$ cat src/rtl/bp_be_stride_detector.sv
// Constant-stride load detector: trains a direct-mapped table on committed loads and
// drives the start/confirm discovery handshake for one tracked candidate at a time.
module bp_be_stride_detector #(
  parameter int vaddr_width_p    = 39,
  parameter int els_p            = 8,
  parameter int stride_width_p   = 16,
  parameter int conf_width_p     = 2,
  parameter int start_thresh_p   = 1,
  parameter int confirm_thresh_p = 3
) (
  input  logic                      clk_i,
  input  logic                      reset_i,
  input  logic                      load_v_i,
  input  logic [vaddr_width_p-1:0]  load_pc_i,
  input  logic [vaddr_width_p-1:0]  load_vaddr_i,
  output logic                      start_discovery_o,
  output logic                      confirm_discovery_o,
  output logic [vaddr_width_p-1:0]  striding_pc_o,
  output logic [stride_width_p-1:0] stride_o,
  input  logic                      done_i
);

  // state  | meaning
  // e_idle | no candidate; waiting for a hit that reaches start_thresh_p
  // e_disc | candidate announced; waiting for confirm_thresh_p on its PC
  // e_lock | candidate confirmed; held until the consumer signals done_i
  typedef enum logic [1:0] {e_idle, e_disc, e_lock} state_e;

  localparam int idx_w_lp = (els_p > 1) ? $clog2(els_p) : 1;
  localparam logic [conf_width_p-1:0] conf_max_lp     = '1;
  localparam logic [conf_width_p-1:0] conf_start_lp   = conf_width_p'(start_thresh_p);
  localparam logic [conf_width_p-1:0] conf_confirm_lp = conf_width_p'(confirm_thresh_p);

  logic [els_p-1:0]          v_r;
  logic [vaddr_width_p-1:0]  pc_r     [els_p];
  logic [vaddr_width_p-1:0]  addr_r   [els_p];
  logic [stride_width_p-1:0] stride_r [els_p];
  logic [conf_width_p-1:0]   conf_r   [els_p];

  logic [idx_w_lp-1:0]       idx, trk_idx;
  logic                      hit, d_fits, d_match;
  logic [vaddr_width_p-1:0]  d;
  logic [stride_width_p-1:0] d_trunc, stride_nxt;
  logic [conf_width_p-1:0]   conf_nxt;

  assign idx     = load_pc_i[1 +: idx_w_lp];
  assign trk_idx = striding_pc_o[1 +: idx_w_lp];
  assign hit     = v_r[idx] & (pc_r[idx] == load_pc_i);
  assign d       = load_vaddr_i - addr_r[idx];
  assign d_trunc = d[stride_width_p-1:0];
  // d fits the stride field when every bit above the field's sign bit repeats it
  assign d_fits  = (d[vaddr_width_p-1:stride_width_p-1]
                    == {(vaddr_width_p-stride_width_p+1){d[stride_width_p-1]}});
  assign d_match = d_fits & (d != '0) & (d_trunc == stride_r[idx]);

  always_comb begin
    stride_nxt = '0;
    conf_nxt   = '0;
    if (hit) begin
      if (d_match) begin
        stride_nxt = stride_r[idx];
        conf_nxt   = (conf_r[idx] == conf_max_lp) ? conf_max_lp
                                                  : conf_r[idx] + conf_width_p'(1);
      end else begin
        stride_nxt = d_fits ? d_trunc : '0;
      end
    end
  end

  always_ff @(posedge clk_i) begin
    if (reset_i) v_r <= '0;
    else if (load_v_i) v_r[idx] <= 1'b1;
  end

  always_ff @(posedge clk_i) begin
    if (load_v_i) begin
      pc_r[idx]     <= load_pc_i;
      addr_r[idx]   <= load_vaddr_i;
      stride_r[idx] <= stride_nxt;
      conf_r[idx]   <= conf_nxt;
    end
  end

  state_e state_r, state_n;
  logic   start_n, confirm_n, latch_n;
  logic   trk_hit, trk_evict;

  assign trk_hit   = load_v_i & hit & (load_pc_i == striding_pc_o);
  assign trk_evict = load_v_i & (idx == trk_idx) & (load_pc_i != striding_pc_o);

  always_ff @(posedge clk_i) begin
    if (reset_i) state_r <= e_idle;
    else         state_r <= state_n;
  end

  always_comb begin
    state_n   = state_r;
    start_n   = 1'b0;
    confirm_n = 1'b0;
    latch_n   = 1'b0;
    unique case (state_r)
      e_idle: begin
        if (load_v_i & hit & (conf_nxt == conf_start_lp)) begin
          state_n = e_disc;
          start_n = 1'b1;
          latch_n = 1'b1;
        end
      end
      e_disc: begin
        if (trk_hit) begin
          if (conf_nxt == conf_confirm_lp) begin
            state_n   = e_lock;
            confirm_n = 1'b1;
          end else if (conf_nxt == '0) begin
            state_n = e_idle;
          end
        end else if (trk_evict) begin
          state_n = e_idle;
        end
      end
      e_lock: begin
        // a qualifying load coinciding with done_i cannot start: LOCK never starts
        if (done_i) state_n = e_idle;
      end
      default: state_n = e_idle;
    endcase
  end

  always_ff @(posedge clk_i) begin
    if (reset_i) begin
      start_discovery_o   <= 1'b0;
      confirm_discovery_o <= 1'b0;
      striding_pc_o       <= '0;
      stride_o            <= '0;
    end else begin
      start_discovery_o   <= start_n;
      confirm_discovery_o <= confirm_n;
      if (latch_n) begin
        striding_pc_o <= load_pc_i;
        stride_o      <= d_trunc;
      end
    end
  end

endmodule

$ cat config.mk
export PLATFORM = sky130hd
export DESIGN_NAME = bp_be_stride_detector
export DESIGN_NICKNAME = d
export VERILOG_FILES = /design/src/rtl/bp_be_stride_detector.sv
export SDC_FILE = /design/constraint.sdc
export NUM_CORES = 1
export LEC_CHECK = 0
export ABC_AREA = 1
export BUFFER_PORTS_ARGS = -buffer_cell sky130_fd_sc_hd__buf_4
export CORE_MARGIN = 1.5
export CORE_UTILIZATION = 50
export DETAILED_ROUTE_END_ITERATION = 8
export PLACE_DENSITY = 0.67
export SETUP_SLACK_MARGIN = 0.4
export SLEW_MARGIN = 20
export SYNTH_ARGS = -nofsm -noshare
export SYNTH_HDL_FRONTEND = slang
export SYNTH_SLANG_ARGS = --single-unit
$ cat constraint.sdc
create_clock -name clk_i -period 18.4 [get_ports clk_i]
set_input_delay 1.84 -clock clk_i [delete_from_list [all_inputs] [get_ports clk_i]]
set_output_delay 1.84 -clock clk_i [all_outputs]
set_load 0.05 [all_outputs]
### Word-level counts from Yosys, hierarchy flattened

Memory sizes are Yosys's and may differ from the RTL's.
Cells that the tools add are included.

* add/sub/neg operators: 2
* $lt $le $gt $ge: 2
* equal/unequal tests: 15
* mux-type cells: 22
* bitwise gates (word level): 11
* reduce and logical (&&, ||, !) cells: 6

Operators with widths (count)
* 39-bit equality test: 2
* 16-bit two-way mux: 3
* 39-bit inequality test: 1
* 39-bit nonzero test: 1
* 39-bit subtractor: 1
* 23-bit equality test: 1
* 2-bit two-way mux: 9
* 16-bit equality test: 1
* 1-bit AND: 8
* 8-bit bitwise OR: 1
* 1-bit two-way mux: 7
* 2-bit equality test, second input constant: 3
* 2-bit case mux with 3 select lines: 1
* 2-bit by 1-bit equality test with 1-bit output, second input constant: 2
* 2-bit zero test: 2
* 3-bit by 4-bit < comparator with 1-bit output, second input constant: 1
* 2-bit inequality test, second input constant: 2
* 4-bit inequality test, second input constant: 1
* 4-bit AND reduction: 1
* 1-bit binary-select mux with 3-bit select: 1
* 1-bit demux with 3-bit select: 1
* 3-bit equality test: 1
* 3-bit by 1-bit >= comparator with 1-bit output, second input constant: 1
* 3-bit inequality test, second input constant: 1
* other kinds (4): 5

* register bits: 67
* bits in writable memories: 768
* output and inout port bits: 57
* memories: 4

Memories
* addr_r: depth 8, width 39, rd ports 1, clocked after memory_dff 0, wr ports 1, line 36 `logic [vaddr_width_p-1:0] addr_r [els_p];`
* pc_r: depth 8, width 39, rd ports 1, clocked after memory_dff 0, wr ports 1, line 35 `logic [vaddr_width_p-1:0] pc_r [els_p];`
* stride_r: depth 8, width 16, rd ports 1, clocked after memory_dff 0, wr ports 1, line 37 `logic [stride_width_p-1:0] stride_r [els_p];`
* conf_r: depth 8, width 2, rd ports 1, clocked after memory_dff 0, wr ports 1, line 38 `logic [conf_width_p-1:0] conf_r [els_p];`

### Longest topological paths before layout

Gate-level depths: netlist (run 1).
An unclocked memory read counts as a cell.

* depth in word-level cells: 12
* depth in mapped cells: 42
* mapped depth without buffers: 37

### Worst setup path after synthesis (run 1)

No wires, ideal clock.

* kind: input to register
* start: in load_pc_i[1]
* end: mem addr_r[3][0] (enable)
* data arrival time: 7215 ps
* required time: 17847 ps
* setup slack: 10632 ps
* stages: 8
* buffers on the path: 6
* cells stage by stage: buf_6 > buf_4 > buf_2 > buf_2 > clkbuf_1 > clkbuf_1 > nand2_1 > nor2_1

RTL lines
* start, declared: line 14 `input logic [vaddr_width_p-1:0] load_pc_i,`
* end, declared: line 36

No word-level cell before the write port.

### Worst setup path after layout (run 1)

* start: in load_pc_i[1]
* end: reg stride_o[15]

* word-level cells in the longest chain between the ends: 11

Ends and longest elaborated chain
* memory 8 x 39 bit
* 39-bit subtractor: line 49 `assign d = load_vaddr_i - addr_r[idx];`
* 23-bit equality test / 39-bit nonzero test (equally long branches): line 53, 54
* 1-bit AND (2 in a row): line 54 `assign d_match = d_fits & (d != '0) & (d_trunc == stride_r[idx]);`
* 2-bit two-way mux: line 60 `if (d_match) begin`
* 2-bit two-way mux (*): line 59 `if (hit) begin`
* named net conf_nxt[0]: line 44 `logic [conf_width_p-1:0] conf_nxt;`
* 2-bit by 1-bit equality test with 1-bit output (*): line 103 `if (load_v_i & hit & (conf_nxt == conf_start_lp)) begin`
* 1-bit AND (*): line 103
* 1-bit two-way mux (*): line 103
* 1-bit two-way mux (*): line 101 `unique case (state_r)`
* end signal, assigned: line 140 `stride_o <= d_trunc;`
* end, declared: line 19 `output logic [stride_width_p-1:0] stride_o,`

Mark *: on every way through the listed nets, which the timed path passes. The rest lies on a longest branch. The select of a mux whose other input is x is not followed.
A chain may end at the register's enable or synchronous reset.

==> flow_summary.yaml, run 1 <==
outcome:
  status: "complete, no violations"
worst_setup_path:
  crit_type: "input port to flop"
  critPathMostFrequentCell: "nand2_1"
  worst_setup_path_end_kind: "flop"
  cp.arrival_ns: 10.53
  r2r_start: "addr_r[6][10]"
  critPathSlowestCell: "buf_4"
  r2r.worst_path.cells: 24
  critPathMaxFanout: 109
  worstPathRequired_ns: 18.91
  reg2reg_to: "stride_o[15]"
  regToRegSetupSlack_ns: 11.92
  critPathMaxStageDelay_ns: 0.73
  cp-start-kind: "input port"
final_layout:
  mostFrequentLayoutCells: "nand2_1, edfxtp_1, nor2_1"
  final_common_cell: "nand2_1"
  final_nets: 3801
  multi_input_area_mm2: 0.01099
  final_area_mm2: 0.04177
  final_layout_size_suffix_gt1_frac: 0.09530
  ff_latch_area_mm2: 0.02440
  fin_cells: 4706
  area_growth_pct: 12.49
  n_fill_cell: 6130
power_and_ir_drop:
  power.internal_mw: 3.283
  p_comb_frac: 0.112
  sequentialPowerShare: 0.491
  clock_power_share: 0.397
  leakage_nw: 16.17
  p_switching_mw: 1.070
  power_density_mw_per_mm2: 104.2
  p_total_mw: 4.352
  swShare: 0.2458
  ir_drop_uv: 85.84
drt:
  wl_per_cell_um: 20.55
  route.detailed.drc: 0
  vias: 25923
  drtIter0Drc: 2340
  viasPerCell: 5.508
  drtAntennaViolNets: 0
  finalWirelength_um: 96700
  drtPass1Iterations: 6
clock_tree:
  htreeDepth: 3
  clock-root-buffer: "clkbuf_16"
  cts_hold_buf: 0
  cts_made_buffers: 85
  post-cts-setup-buffers: 0
  cts_resized: 0
  clk_pin_slew_ns: 0.06
  cts_num_sinks: 835
  cts_tree: "built"
  clock_latency_ns: 0.64
  clockBufferDepth: 3
sta:
  setup_violations: 0
  worst_pin_slew_ns: 1.017
  period_needed_ns: 10.02
  slew_viol_final: 0
  rsz0062_at_grt: "no"
  max_freq_ghz: 0.09979
  finalCritPeriodShare: 0.5446
  holdWs_ns: 0.4693
  fin_skew_ns: 0.02397
  relSlewSlack: 0.3223
  hold_violations: 0
  fin_tns_setup_ns: 0
logic_synthesis:
  async_flop_share: 0
  yosys_warnings: 0
  synth_fp_nets: 3686
  synth_area_leaders: "edfxtp_1, nand2_1, nor2_1"
  synthCells: 3563
  synth_top_area_share: 0.6211
  synth_top_area_cell: "edfxtp_1"
  ys_types: 52
  avgSynthCellArea_um2: 10.42
  synth_edf_count: 768
  ys_seq_area_frac: 0.6573
  synth-seq-cells: 835
  ys.flop_type: "edfxtp_1"
  syn-cell-area_mm2: 0.03713
global_routing:
  grt_pass1_wl_um: 146900
  groute.usage.overall: 0.2563
  antenna_found_initial: 2
  grt_pass1_vias: 24720
  grt_start_max_net_pins: 110
  gr-total-overflow: 0
placement:
  place_inst: 4549
  io_buffers: 138
  dpl_cell_area_mm2: 0.03894
  dp_hpwl_um: 59740
  place_congestion: 0.9727
worst_hold_path:
  min_to: "v_r[5]"
  holdCritStartpoint: "v_r[5]"
  worstHoldPathCells: 2
  hold_path.class: "flop to flop"
floorplanning:
  ios: 139
  rows: 99
  die_h_um: 275.5
  fp.dieW_um: 275.5
  start_util: 0.5072
  die-area_mm2: 0.07590
  core_area_mm2: 0.07321
run:
  drv_cap: 0
stage by stage:
step | setup slack (ns) | util
floorplan | 10.63 | -
global placement | 8.032 | 0.5320
detailed placement | 7.841 | 0.5320
CTS | 8.500 | 0.5701
global route | 7.712 | 0.5705
finish | 8.379 | 0.5705
cell type report:
cell class / count / share of cell area
timing repair buffer: 176 / 0.03229
tap: 959 / 0.02873
clock inverter: 49 / 0.01153
antenna: 1 / 0.00005991
sequential: 835 / 0.5843
inverter: 271 / 0.02456
clock buffer: 106 / 0.05533
multi-input combinational: 2309 / 0.2632
cells in the mapped netlist (all sizes together) (2+ instances only):
| cell type | number |
|---|---|
| buf | 84 |
| o21a | 4 |
| or2 | 24 |
| nand3 | 235 |
| nor3 | 18 |
| nand2 | 973 |
| nand4 | 17 |
| nand3b | 19 |
| a211oi | 40 |
| nor4 | 13 |
| o21ai | 249 |
| clkbuf | 64 |
| clkinv | 4 |
| nor2 | 406 |
| o2bb2ai | 25 |
| o21bai | 7 |
| inv | 267 |
| and2 | 3 |
| edfxtp | 768 |
| ha | 40 |
| o221ai | 2 |
| o22ai | 39 |
| dfxtp | 67 |
| xnor2 | 17 |
| a21oi | 106 |
| o211ai | 24 |
| xor2 | 36 |
| o211a | 3 |
logic make-up (layout without fill, tap and decap cells):
kind of cell,after synthesis,count (layout),share of synthesized area
other,0,1,0
buffers and inverters,419,602,0.04853
and+or+nand+nor,1709,1709,0.1894
xor gates and xnor gates,53,53,0.01250
AOI/OAI and AO/OA,506,506,0.07835
adders and majority gates,41,41,0.01402
DFF,835,835,0.6573
critical path, delay by kind of cell:
family / cells / cell delay (ns)
AOI/OAI and AO/OA: 6 / 0.85
xor gates and xnor gates: 1 / 0.33
adders and majority gates: 2 / 0.72
buffers and inverters: 7 / 3.72
and+or+nand+nor: 15 / 2.81
sequential cells by signal, indices dropped and copies added, names as in the netlist:
name / count
stride_o: 16
state_r: 2
conf_r: 16
addr_r: 312
start_discovery_o: 1
stride_r: 128
v_r: 8
confirm_discovery_o: 1
pc_r: 312
striding_pc_o: 39
per-layer routing:
metal / up-vias / GRT usage / share of wire
met5: - / 0 / 0.000083
met4: 2 / 0.07923 / 0.026
met3: 162 / 0.03393 / 0.059
met2: 813 / 0.4325 / 0.49
met1: 12491 / 0.3458 / 0.42
li1: 12455 / - / -
how the worst max path moves through the flow:
| stage | startpoint | end |
|---|---|---|
| floorplan | load_pc_i[1] | addr_r[3][0] |
| global placement | load_pc_i[1] | stride_o[15] |
| detailed placement | load_pc_i[1] | stride_o[0] |
| CTS | load_pc_i[1] | stride_o[15] |
| global route | load_pc_i[1] | striding_pc_o[38] |
| finish | load_pc_i[1] | stride_o[15] |
power by group through the flow:
| stage | registers (mW) | clock network, mW | logic [mW] |
|---|---|---|---|
| 2_1_floorplan | 2.18 | 0 | 0.321 |
| 3_3_place_gp | 2.17 | 0 | 0.482 |
| 3_5_place_dp | 2.18 | 0 | 0.485 |
| 4_1_cts | 2.14 | 1.75 | 0.488 |
| 5_1_grt | 2.14 | 1.83 | 0.545 |
| 6_report | 2.14 | 1.73 | 0.488 |
(Power assumes the default switching activity.)
==> run 2: changes to the inputs <==
Settings changed: ABC_AREA 1 to 0.
Clock period 18.4 ns to 10.3 ns, I/O delays scaled along.
==> run 2 against run 1 <==
Utilization rose by 0.52 points. Clock power rose by 69%. Area after synthesis fell by 4.4%. Hold slack got worse by 0.0039 ns. Critical path depth fell by 7. Power rose by 74%. Die area fell by 4.3%. Cell area fell by 3.3%. Largest power group unchanged. First-iteration DRC count fell by 14%. Routed wire length rose by 0.19%. Non-clock buffer count rose by 17.
==> flow_summary.yaml, run 2 <==
outcome:
  status: "complete, no violations"
final_layout:
  top_regs: "addr_r: 312 flops, pc_r: 312 flops, stride_r: 128 flops"
  mostFrequentLayoutCells: "edfxtp_1, buf_4, mux2i_1"
  final_layout_size_suffix_gt1_frac: 0.1790
  final_area_mm2: 0.04039
  final_nets: 2624
  area_growth_pct: 13.74
  antenna_cells: 0
  final_common_cell: "edfxtp_1"
  n_fill_cell: 5585
placement:
  dpl_cell_area_mm2: 0.03774
  place_congestion: 0.9753
  io_buffers: 138
  dp_hpwl_um: 61000
  dp_slack_ns: 1.225
clock_tree:
  htreeDepth: 3
  cts_resized: 0
  clock_latency_ns: 0.65
  cts_num_sinks: 835
  cts_tree: "built"
  clock-root-buffer: "clkbuf_16"
  clockBufferDepth: 3
  cts_hold_buf: 0
  cts_made_buffers: 84
  clk_pin_slew_ns: 0.06
  post-cts-setup-buffers: 0
global_routing:
  grt_pass1_vias: 21879
  met3_usage: 0.03740
  gr-usage-met2: 0.4345
  grt_pass1_wl_um: 143500
  grt-busiest-layer: "met2"
  groute.usage.overall: 0.2652
  grtUsageMet1: 0.3674
  gr-total-overflow: 0
  grt_start_max_net_pins: 92
  antenna_found_initial: 2
drt:
  vias: 21773
  drtIter0Drc: 2013
  wl_per_cell_um: 27.60
  route.detailed.drc: 0
  finalWirelength_um: 96880
  drtPass1Iterations: 6
  drtAntennaViolNets: 0
  viasPerCell: 6.203
power_and_ir_drop:
  power_density_mw_per_mm2: 187.8
  leakage_nw: 14.37
  p_switching_mw: 1.872
  sequentialPowerShare: 0.501
  clock_power_share: 0.385
  p_total_mw: 7.584
  ir_drop_uv: 141.1
  swShare: 0.2468
  p_comb_frac: 0.114
  power.internal_mw: 5.712
logic_synthesis:
  synth_top_area_cell: "edfxtp_1"
  synthCells: 2355
  yosys_warnings: 0
  synth_top_area_share: 0.6495
  synth_area_leaders: "edfxtp_1, mux2i_1, dfxtp_1"
  synthTopCellsByCount: "edfxtp_1, mux2i_1, nor2_1, a21oi_1, mux2_2"
  yosysMostFrequentCell: "edfxtp_1"
  synth_fp_nets: 2478
  ys_types: 79
  syn-cell-area_mm2: 0.03551
  synth_edf_count: 768
  synth-seq-cells: 835
  ys_seq_area_frac: 0.6873
  ys.flop_type: "edfxtp_1"
  avgSynthCellArea_um2: 15.08
  async_flop_share: 0
run:
  drv_cap: 0
sta:
  finalCritPeriodShare: 0.8281
  max_freq_ghz: 0.1172
  timing.final.ws_setup_ns: 1.771
  rsz0062_at_grt: "no"
  worst_pin_slew_ns: 1.086
  relSlewSlack: 0.2668
  hold_violations: 0
  fin_skew_ns: 0.02558
  period_needed_ns: 8.529
  setup_violations: 0
  holdWs_ns: 0.4653
  slew_viol_final: 0
  fin_tns_setup_ns: 0
floorplanning:
  start_util: 0.5062
  rows: 97
  ios: 139
  die-area_mm2: 0.07262
  die_h_um: 269.5
  core_area_mm2: 0.07015
  fp.dieW_um: 269.5
worst_setup_path:
  worst_setup_path_end_kind: "flop"
  worstPathRequired_ns: 10.80
  cp.arrival_ns: 9.03
  critPathMaxFanout: 57
  crit_type: "input port to flop"
  cp-start-kind: "input port"
worst_hold_path:
  hold_path.class: "flop to flop"
-- run 2: cell count changes in the layout (fill, tap and decap cells not counted), sizes merged, moves of 61 or more --
cell	previous run	this run
o21ai	249	61
a221oi	0	61
mux2i	0	181
nor2	406	165
nand2	973	72
mux2	0	84
inv	266	21
nand3	235	16
-- run 2: power groups by stage --
stage	Sequential [mW]	Combinational (mW)	Clock, mW
2_1_floorplan	3.88	0.519	0
3_3_place_gp	3.87	0.851	0
3_5_place_dp	3.87	0.853	0
4_1_cts	3.80	0.857	2.96
5_1_grt	3.81	0.921	3.09
6_report	3.80	0.863	2.92
-- run 2: final timing paths --
check	startpoint	to	slack, ns	cells after the start
setup / recovery	load_pc_i[2]	striding_pc_o[21]	1.77	24
setup reg to reg	addr_r[5][0]	striding_pc_o[21]	3.03	24
hold / removal	v_r[5]	v_r[5]	0.47	2
hold reg to reg	v_r[5]	v_r[5]	0.47	2
-- run 2: routing by layer --
layer  wire (um)  vias to the layer above  share of wire
met1       40930                    11167           0.42
met5          29                        -        0.00030
met3        6196                      166          0.064
met4        2654                        4          0.027
li1            -                     9614              -
met2       47070                      822           0.49
-- run 2: cell families (layout without fill, tap and decap cells) --
logic type      after synthesis  after routing  share of synthesized area
fa+ha+maj                    41             41                    0.01466
buf+inv                     149            364                    0.01695
flops                       835            835                     0.6873
compound gates              506            506                    0.09733
simple gates                402            402                    0.05381
xor+xnor                    122            122                    0.03009
mux                         300            300                    0.09987
-- run 2: critical path: stages --
cell	delay, ns
clkbuf_8	0.45
and2_2	0.64
buf_4	0.37
a22oi_1	0.14
o22a_1	0.25
ha_1	0.42
o211ai_1	0.13
a21oi_1	0.39
o21ai_1	0.30
o211a_1	0.32
o41ai_1	0.94
xnor2_1	0.23
nand4_1	0.11
or4_1	0.51
a2111o_1	0.40
buf_4	0.21
nor4_1	0.31
buf_4	0.22
ha_1	0.15
nand2_1	0.07
or4_4	0.69
buf_12	0.27
mux2i_1	0.23
nor2_1	0.06
-- run 2: cell type report --
type	count	area, um2	area share
multi-input cells	1371	10580	0.2619
inverters	16	60.06	0.001487
clock inverters	35	247.7	0.006134
well taps	940	1176	0.02912
repair buffers	193	1518	0.03758
clock buffers	120	2402	0.05948
flip-flops and latches	835	24400	0.6043
-- run 2: stage by stage --
step	cells	utilization
after floorplan	2355	-
after CTS	3510	0.5757
after global routing	3510	0.5757
final	3510	0.5757
after detailed placement	3355	0.5379
after global placement	3355	0.5379
